$ cat src/rtl/univ_shift_reg.sv
// univ_shift_reg: WIDTH-bit universal register (hold / shift left / shift
// right / parallel load) with async active-low reset, sync clear and a
// saturating shift counter that pulses done when WIDTH shifts have occurred
// since the last load or clear.
// Optional build macro: USR_ROTATE_EN -- shifts rotate instead of taking the
// serial inputs.

// One register bit. Each bit gets its next value from its two neighbours,
// its own load bit, or itself.
module usr_bit_cell #(
    parameter logic RST_BIT = 1'b0
) (
    input  logic       clk,
    input  logic       rst_n,
    input  logic       clr,
    input  logic       en,
    input  logic [1:0] mode,
    input  logic       from_right,  // lower-order neighbour (shift left source)
    input  logic       from_left,   // higher-order neighbour (shift right source)
    input  logic       load_bit,
    output logic       q
);

    // Bit update: clear beats enable, enable gates the mode select.
    always_ff @(posedge clk or negedge rst_n) begin
        if (!rst_n) begin
            q <= RST_BIT;
        end else if (clr) begin
            q <= RST_BIT;
        end else if (en) begin
            case (mode)
                2'b01:   q <= from_right;
                2'b10:   q <= from_left;
                2'b11:   q <= load_bit;
                default: q <= q;
            endcase
        end
    end

endmodule

module univ_shift_reg #(
    parameter int               WIDTH   = 8,
    parameter logic [WIDTH-1:0] RST_VAL = '0
) (
    input  logic                       clk,
    input  logic                       rst_n,
    input  logic                       en,
    input  logic                       clr,
    input  logic [1:0]                 mode,
    input  logic                       sin_l,
    input  logic                       sin_r,
    input  logic [WIDTH-1:0]           d,
    output logic [WIDTH-1:0]           q,
    output logic                       so_l,
    output logic                       so_r,
    output logic [$clog2(WIDTH+1)-1:0] cnt,
    output logic                       done
);

    localparam int CW = $clog2(WIDTH+1);
    localparam logic [CW-1:0] CNT_FULL = CW'(WIDTH);
    localparam logic [CW-1:0] CNT_LAST = CW'(WIDTH - 1);

    if (WIDTH < 2) begin : g_width_chk
        $error("univ_shift_reg: WIDTH must be at least 2");
    end

    // Bits entering the ends of the register on a shift.
    logic lsb_feed;
    logic msb_feed;

`ifdef USR_ROTATE_EN
    assign lsb_feed = q[WIDTH-1];
    assign msb_feed = q[0];

    // Serial inputs are architecturally ignored when rotating.
    logic unused_sin;
    assign unused_sin = sin_l ^ sin_r;
`else
    assign lsb_feed = sin_r;
    assign msb_feed = sin_l;
`endif

    // Neighbour vectors: bit i shifts left from q[i-1], right from q[i+1].
    logic [WIDTH-1:0] from_right;
    logic [WIDTH-1:0] from_left;

    assign from_right = {q[WIDTH-2:0], lsb_feed};
    assign from_left  = {msb_feed, q[WIDTH-1:1]};

    for (genvar i = 0; i < WIDTH; i++) begin : g_bit
        usr_bit_cell #(
            .RST_BIT (RST_VAL[i])
        ) u_cell (
            .clk        (clk),
            .rst_n      (rst_n),
            .clr        (clr),
            .en         (en),
            .mode       (mode),
            .from_right (from_right[i]),
            .from_left  (from_left[i]),
            .load_bit   (d[i]),
            .q          (q[i])
        );
    end

    assign so_l = q[WIDTH-1];
    assign so_r = q[0];

    logic shift_op;
    assign shift_op = (mode == 2'b01) || (mode == 2'b10);

    // Shift counter: reset by load/clear, saturates at WIDTH; done pulses
    // only on the edge where the count first reaches WIDTH.
    always_ff @(posedge clk or negedge rst_n) begin
        if (!rst_n) begin
            cnt  <= '0;
            done <= 1'b0;
        end else begin
            done <= 1'b0;
            if (clr) begin
                cnt <= '0;
            end else if (en) begin
                if (mode == 2'b11) begin
                    cnt <= '0;
                end else if (shift_op) begin
                    if (cnt != CNT_FULL)
                        cnt <= cnt + CW'(1);
                    if (cnt == CNT_LAST)
                        done <= 1'b1;
                end
            end
        end
    end

endmodule
$ cat config.mk
export PLATFORM = sky130hd
export DESIGN_NAME = univ_shift_reg
export DESIGN_NICKNAME = d
export VERILOG_FILES = /design/src/rtl/univ_shift_reg.sv
export SDC_FILE = /design/constraint.sdc
export NUM_CORES = 1
export LEC_CHECK = 0
export ABC_CLOCK_PERIOD_IN_PS = 1300
export CAP_MARGIN = 20
export CORE_ASPECT_RATIO = 0.9
export CORE_MARGIN = 2
export CORE_UTILIZATION = 47
export CTS_CLUSTER_DIAMETER = 60
export DETAILED_ROUTE_END_ITERATION = 6
export GPL_ROUTABILITY_DRIVEN = 1
export PLACE_DENSITY = 0.82
export SYNTH_ARGS = -nofsm -noshare
export SYNTH_HDL_FRONTEND = slang
export SYNTH_HIERARCHICAL = 1
export SYNTH_SLANG_ARGS = --single-unit
$ cat constraint.sdc
create_clock -name clk -period 1.3 [get_ports clk]
set_input_delay 0.26 -clock clk [delete_from_list [all_inputs] [get_ports clk]]
set_output_delay 0.26 -clock clk [all_outputs]
set_load 0.005 [all_outputs]
# After elaboration in Yosys (flattened, before gate mapping)

Cells that the tools add are included.

$add $sub $neg: 1
Equality and inequality tests: 5
Reduce and logical (&&, ||, !) cells: 7
Mux-type cells: 34

Operators by type and width:

| operator                                                         | number |
|---|---|
| 1-bit case mux with 3 select lines                               | 8 |
| 1-bit 2-to-1 mux                                                 | 21 |
| 4-bit 2-to-1 mux                                                 | 5 |
| 3-bit nonzero test                                               | 2 |
| 4-bit by 1-bit adder with 4-bit output (second input constant)   | 1 |
| 2-bit == test (second input constant)                            | 2 |
| 4-bit by 3-bit == test with 1-bit output (second input constant) | 1 |
| 4-bit != test (second input constant)                            | 1 |
| 4-bit nonzero test                                               | 1 |
| 3-bit AND reduction                                              | 1 |
| 2-bit by 1-bit == test with 1-bit output (second input constant) | 1 |
| 2-bit AND reduction                                              | 1 |
| 2-bit nonzero test                                               | 1 |
| 1-bit logical OR                                                 | 1 |

Bits of input ports: 16
Bits in registers: 13
Output and inout bits: 15

# Longest topological paths before layout

Gate-level depths: netlist of the first run.

Depth in word-level cells: 6
Depth in mapped cells: 5

# By module

The synthesis of the first run kept the hierarchy.

Modules (own cells, without submodules):

| module         | cells each | instances | area each (µm²) |
|---|---|---|---|
| usr_bit_cell   | 9          | 8         | 95.1 |
| univ_shift_reg | 32         | 1         | 341.6 |

# Worst setup path before layout of the first run

Ideal clock, no wire load.

Kind: register to register
Start point: register cnt[0]
End point: register cnt[1]
Clock period less this slack: 1.194 ns
Path buffers: 0
Data arrival time: 1.066 ns
Path slack: 0.106 ns
Required time: 1.171 ns
Library setup time: 0.129 ns
Stages on the path, launching flop included: 6
Cell sequence: dfrtp_1 > inv_1 > ha_1 > and3b_1 > o21ai_2 > o22ai_2

Word-level cells in the longest chain between the ends: 6
Elaborated cells between the ends (all ways): 9
Classes of those cells: 1 x add/sub; 1 x eq/ne; 5 x mux; 2 x reduce/logical

RTL lines:

| element                                | RTL line | source |
|---|---|---|
| from (decl)                            | 57       | `output logic [$clog2(WIDTH+1)-1:0] cnt,` |
| from (signal assigned)                 | 129      | `cnt <= cnt + CW'(1);` |
| 4-bit by 1-bit adder with 4-bit output | 129      |  |
| 4-bit 2-to-1 mux                       | 128      | `if (cnt != CNT_FULL)` |
| 4-bit 2-to-1 mux                       | 127      | `end else if (shift_op) begin` |
| 4-bit 2-to-1 mux                       | 125      | `if (mode == 2'b11) begin` |
| 4-bit 2-to-1 mux                       | 124      | `end else if (en) begin` |
| 4-bit 2-to-1 mux                       | 122      | `if (clr) begin` |

Several ways; a longest one is shown, not always the timed one. The select of a mux whose other input is x is not followed.
A chain may end at the register's enable or synchronous reset.

# Final worst setup path of the first run

Start point: input port clr
End point: register cnt[0]

Word-level cells in the longest chain between the ends: 2
Elaborated cells between the ends (all ways): 5
Classes of those cells: 1 x mux; 4 x reduce/logical

RTL lines:

| element                                                                   | RTL line | source |
|---|---|---|
| from (decl)                                                               | 49       | `input logic clr,` |
| 3-bit nonzero test (no source line) or 2-bit nonzero test (tied branches) | -        |  |
| 3-bit AND reduction (no source line)                                      | -        |  |

Several ways; a longest one is shown, not always the timed one.

==> impl_metrics.tcl, run 1 <==
set metrics [dict create \
    run_status "finished, violations left" \
    violations "setup timing" \
    gp_congestion 0.8380 \
    skew_ps 7.727 \
    cp_max_fo 6 \
    drcViolationCount 0 \
    critical_path_class "primary input to flip-flop" \
    cts_sinks 13 \
    grtUsageTotal_pct 26.90 \
    synthMuxAreaShare_pct 0.9081 \
    ioPinCount 31 \
    yosys_warnings 6 \
    synthXorXnorAreaFrac_pct 0 \
    synth_seq_cells 13 \
    synthTopCellsByArea "dfrtp_1 (30%), ha_1 (22%), nor3b_2 (9.1%)" \
    ff2ff_path_depth 5 \
    top_usage_layer "met2" \
    rsz0062_at_grt "yes" \
    drt-total-wl_um 4095 \
    area_delta_synth_final_pct 68.44 \
    synth_top_family_by_area "compound AO/OA/AOI/OAI gates" \
    finalCriticalPeriod_ps 1339 \
    comb_power_share_pct 42.5 \
    final.setup.worst_slack_ps -39.15 \
    slew_violations 0 \
    cts_max_path_buffers 2 \
    synthAdderAreaFrac_pct 21.57 \
    syn_nets 139 \
    maxCapViolCount 0 \
    period_share_pct 103.0 \
    grt_pass1_wl_um 5306 \
    tritoncts "built" \
    holdBufCountCts 0 \
    power.internal_w 0.0008275 \
    power.leakage_nw 0.8667 \
    antennaDiodeCount 0 \
    first_pass_iters 4 \
    yosysTopAreaCell "dfrtp_1" \
    critical_path_required_ps 1490 \
    synth_cell_types 24 \
    power.total_w 0.001241 \
    clk_latency_ps 290 \
    use_met2_pct 45.63 \
    critPathLaunchType "primary input" \
    yosysTopAreaCellShare_pct 29.51 \
    synth_area_per_cell_um2 10.60 \
    worstHoldPathType "primary input to async pin" \
    layout.nets 197 \
    die_y_um 49.95 \
    p_sw_w 0.0004135 \
    final_cell_mix "buf_4 (21), dfrtp_1 (13), dlygate4sd2_1 (13)" \
    die_w_um 55.05 \
    wire_per_inst_um 21.78 \
    clk_pin_slew_worst_paths_ps 90 \
    syn_inst 104 \
    final_common_cell "buf_4" \
    power_frac_clock_pct 21.4 \
    crit_arrival_ps 1530 \
    fmax_ghz 0.7467 \
    num_rows 16 \
    finalSetupViolCount 3 \
    met1_usage_pct 33.83 \
    viasPerCell 6.362 \
    powerDensity_nw_per_um2 668.4 \
    critPathCaptureType "flip-flop" \
    slew_headroom_pct 79.75 \
    reg2reg_to "cnt[2]" \
    detail-route-antenna-nets 0 \
    synth_area_um2 1102 \
    reg2reg_slack_ps -20 \
    ir_drop_mv 0.5823 \
    cts_root_buf "clkbuf_4" \
    cts_buffers 3 \
    seqPwrFrac_pct 36.1 \
    grt_pass1_vias 1190 \
    grt_max_degree 18 \
    r2r_start "cnt[0]" \
    drt_iter0_markers 66 \
    overflow 0 \
    vias 1196 \
    coreArea_um2 2202 \
    fp.dieArea_um2 2749 \
    drive_above_1_share_pct 44.72 \
    dp_hpwl_um 2031 \
    yosysSeqAreaShare_pct 29.51 \
    sw_frac_of_total_pct 33.32 \
    preCtsSetupSlack_ps -523.2 \
    port_buffers 30 \
    n_fill_cell 123 \
    start_util_pct 50.06 \
    hold_violations 0 \
    synth_simple_gate_area_share_pct 20.54 \
    htree_levels 1 \
    use_met3_pct 3.333 \
    antenna_found_initial 0 \
    tightest_slew_ps 303.3 \
    synth_compound_area_share_pct 22.02 \
]
routing by layer:
layer	vias to the layer above	wire (µm)
met2	84	1934
met1	570	1612
met4	0	225
met5	-	0
met3	26	323
li1	516	-
cells by family (layout without fill, tap and decap cells):
| logic type | Yosys count | after routing |
|---|---|---|
| flops | 13 | 13 |
| buf+inv | 14 | 71 |
| mux | 1 | 1 |
| simple gates | 25 | 25 |
| compound gates | 32 | 32 |
| fa+ha+maj | 19 | 19 |
Yosys cell counts:
cell type and n:
ha_1 19, dfrtp_1 13, inv_1 12, a21oi_1 10, nand2b_1 9, a221oi_1 8
a311oi_1 8, nor3b_2 8, buf_4 2, a21o_2 1, a32oi_1 1, and3b_1 1
and4_1 1, and4b_1 1, and4bb_4 1, mux2i_1 1, nand2_1 1, nand2b_4 1
nand3_1 1, nor2_1 1, o21ai_0 1, o21ai_2 1, o22ai_2 1, o2bb2ai_1 1
power groups by stage:
stage,clock network [W],registers [W],logic [W]
global route,0.000301,0.000451,0.000558
floorplan,0,0.000461,0.000167
CTS,0.000267,0.000444,0.000426
detailed placement,0,0.000466,0.000360
finish,0.000266,0.000448,0.000527
global placement,0,0.000466,0.000342
worst max-delay path, stage by stage:
cell             delay, ps
clkdlybuf4s50_1        500
buf_4                  220
a21oi_1                230
o21ai_4                120
mux2i_2                200
registers in the layout, indices dropped and copies added, names as in the netlist:
| name | flops |
|---|---|
| g_bit.u_cell/q | 8 |
| cnt | 4 |
| done | 1 |
per-stage QoR:
step | area [µm²] | setup TNS, ps | std cells | hold WS, ps | util (%)
floorplan | 1102 | 0 | 104 | -35.59 | -
global placement | 1506 | -5712 | 167 | 577.2 | 68.41
detailed placement | 1506 | -6403 | 167 | 581.5 | 68.41
CTS | 1690 | 0 | 187 | 276.7 | 76.76
global route | 1857 | -296.5 | 188 | 277.4 | 84.32
finish | 1857 | -73.44 | 188 | 267.1 | 84.32
area by class of cell:
type                            instances  area, µm²  area share, %
Multi-Input combinational cell         77      900.9          48.52
Timing Repair Buffer                   55      520.5          28.03
Sequential cell                        13      325.3          17.52
Inverter                               12      50.05          2.695
Tap cell                               27      33.78          1.819
Clock buffer                            4      26.28          1.415
how the worst max path moves through the flow:
| stage | cells past startpoint | end | from | slack [ps] |
|---|---|---|---|---|
| after detailed placement | 7 | g_bit[6].u_cell/q | mode[0] | -520 |
| after global routing | 5 | cnt[2] | cnt[0] | -90 |
| after floorplan | 5 | cnt[1] | cnt[0] | 110 |
| final | 5 | cnt[0] | clr | -40 |
| after CTS | 6 | cnt[0] | cnt[0] | 3 |
| after global placement | 6 | cnt[3] | mode[0] | -480 |
timing repair:
| item | CTS | global route |
|---|---|---|
| setup endpoints to repair | 28 | 14 |
| setup buffers | 15 | 1 |
| cloned | 1 | 0 |
| pin swaps | 9 | 18 |
| gates resized for setup | 32 | 33 |
(Power assumes the default switching activity.)
==> run 2, diff against run 1 <==
CAP_MARGIN = 40   (was 20)
HOLD_SLACK_MARGIN = 0.08   (was unset)
==> results of run 2 <==
Same layout as run 1: the final DEF is identical, and so are final timing and power.
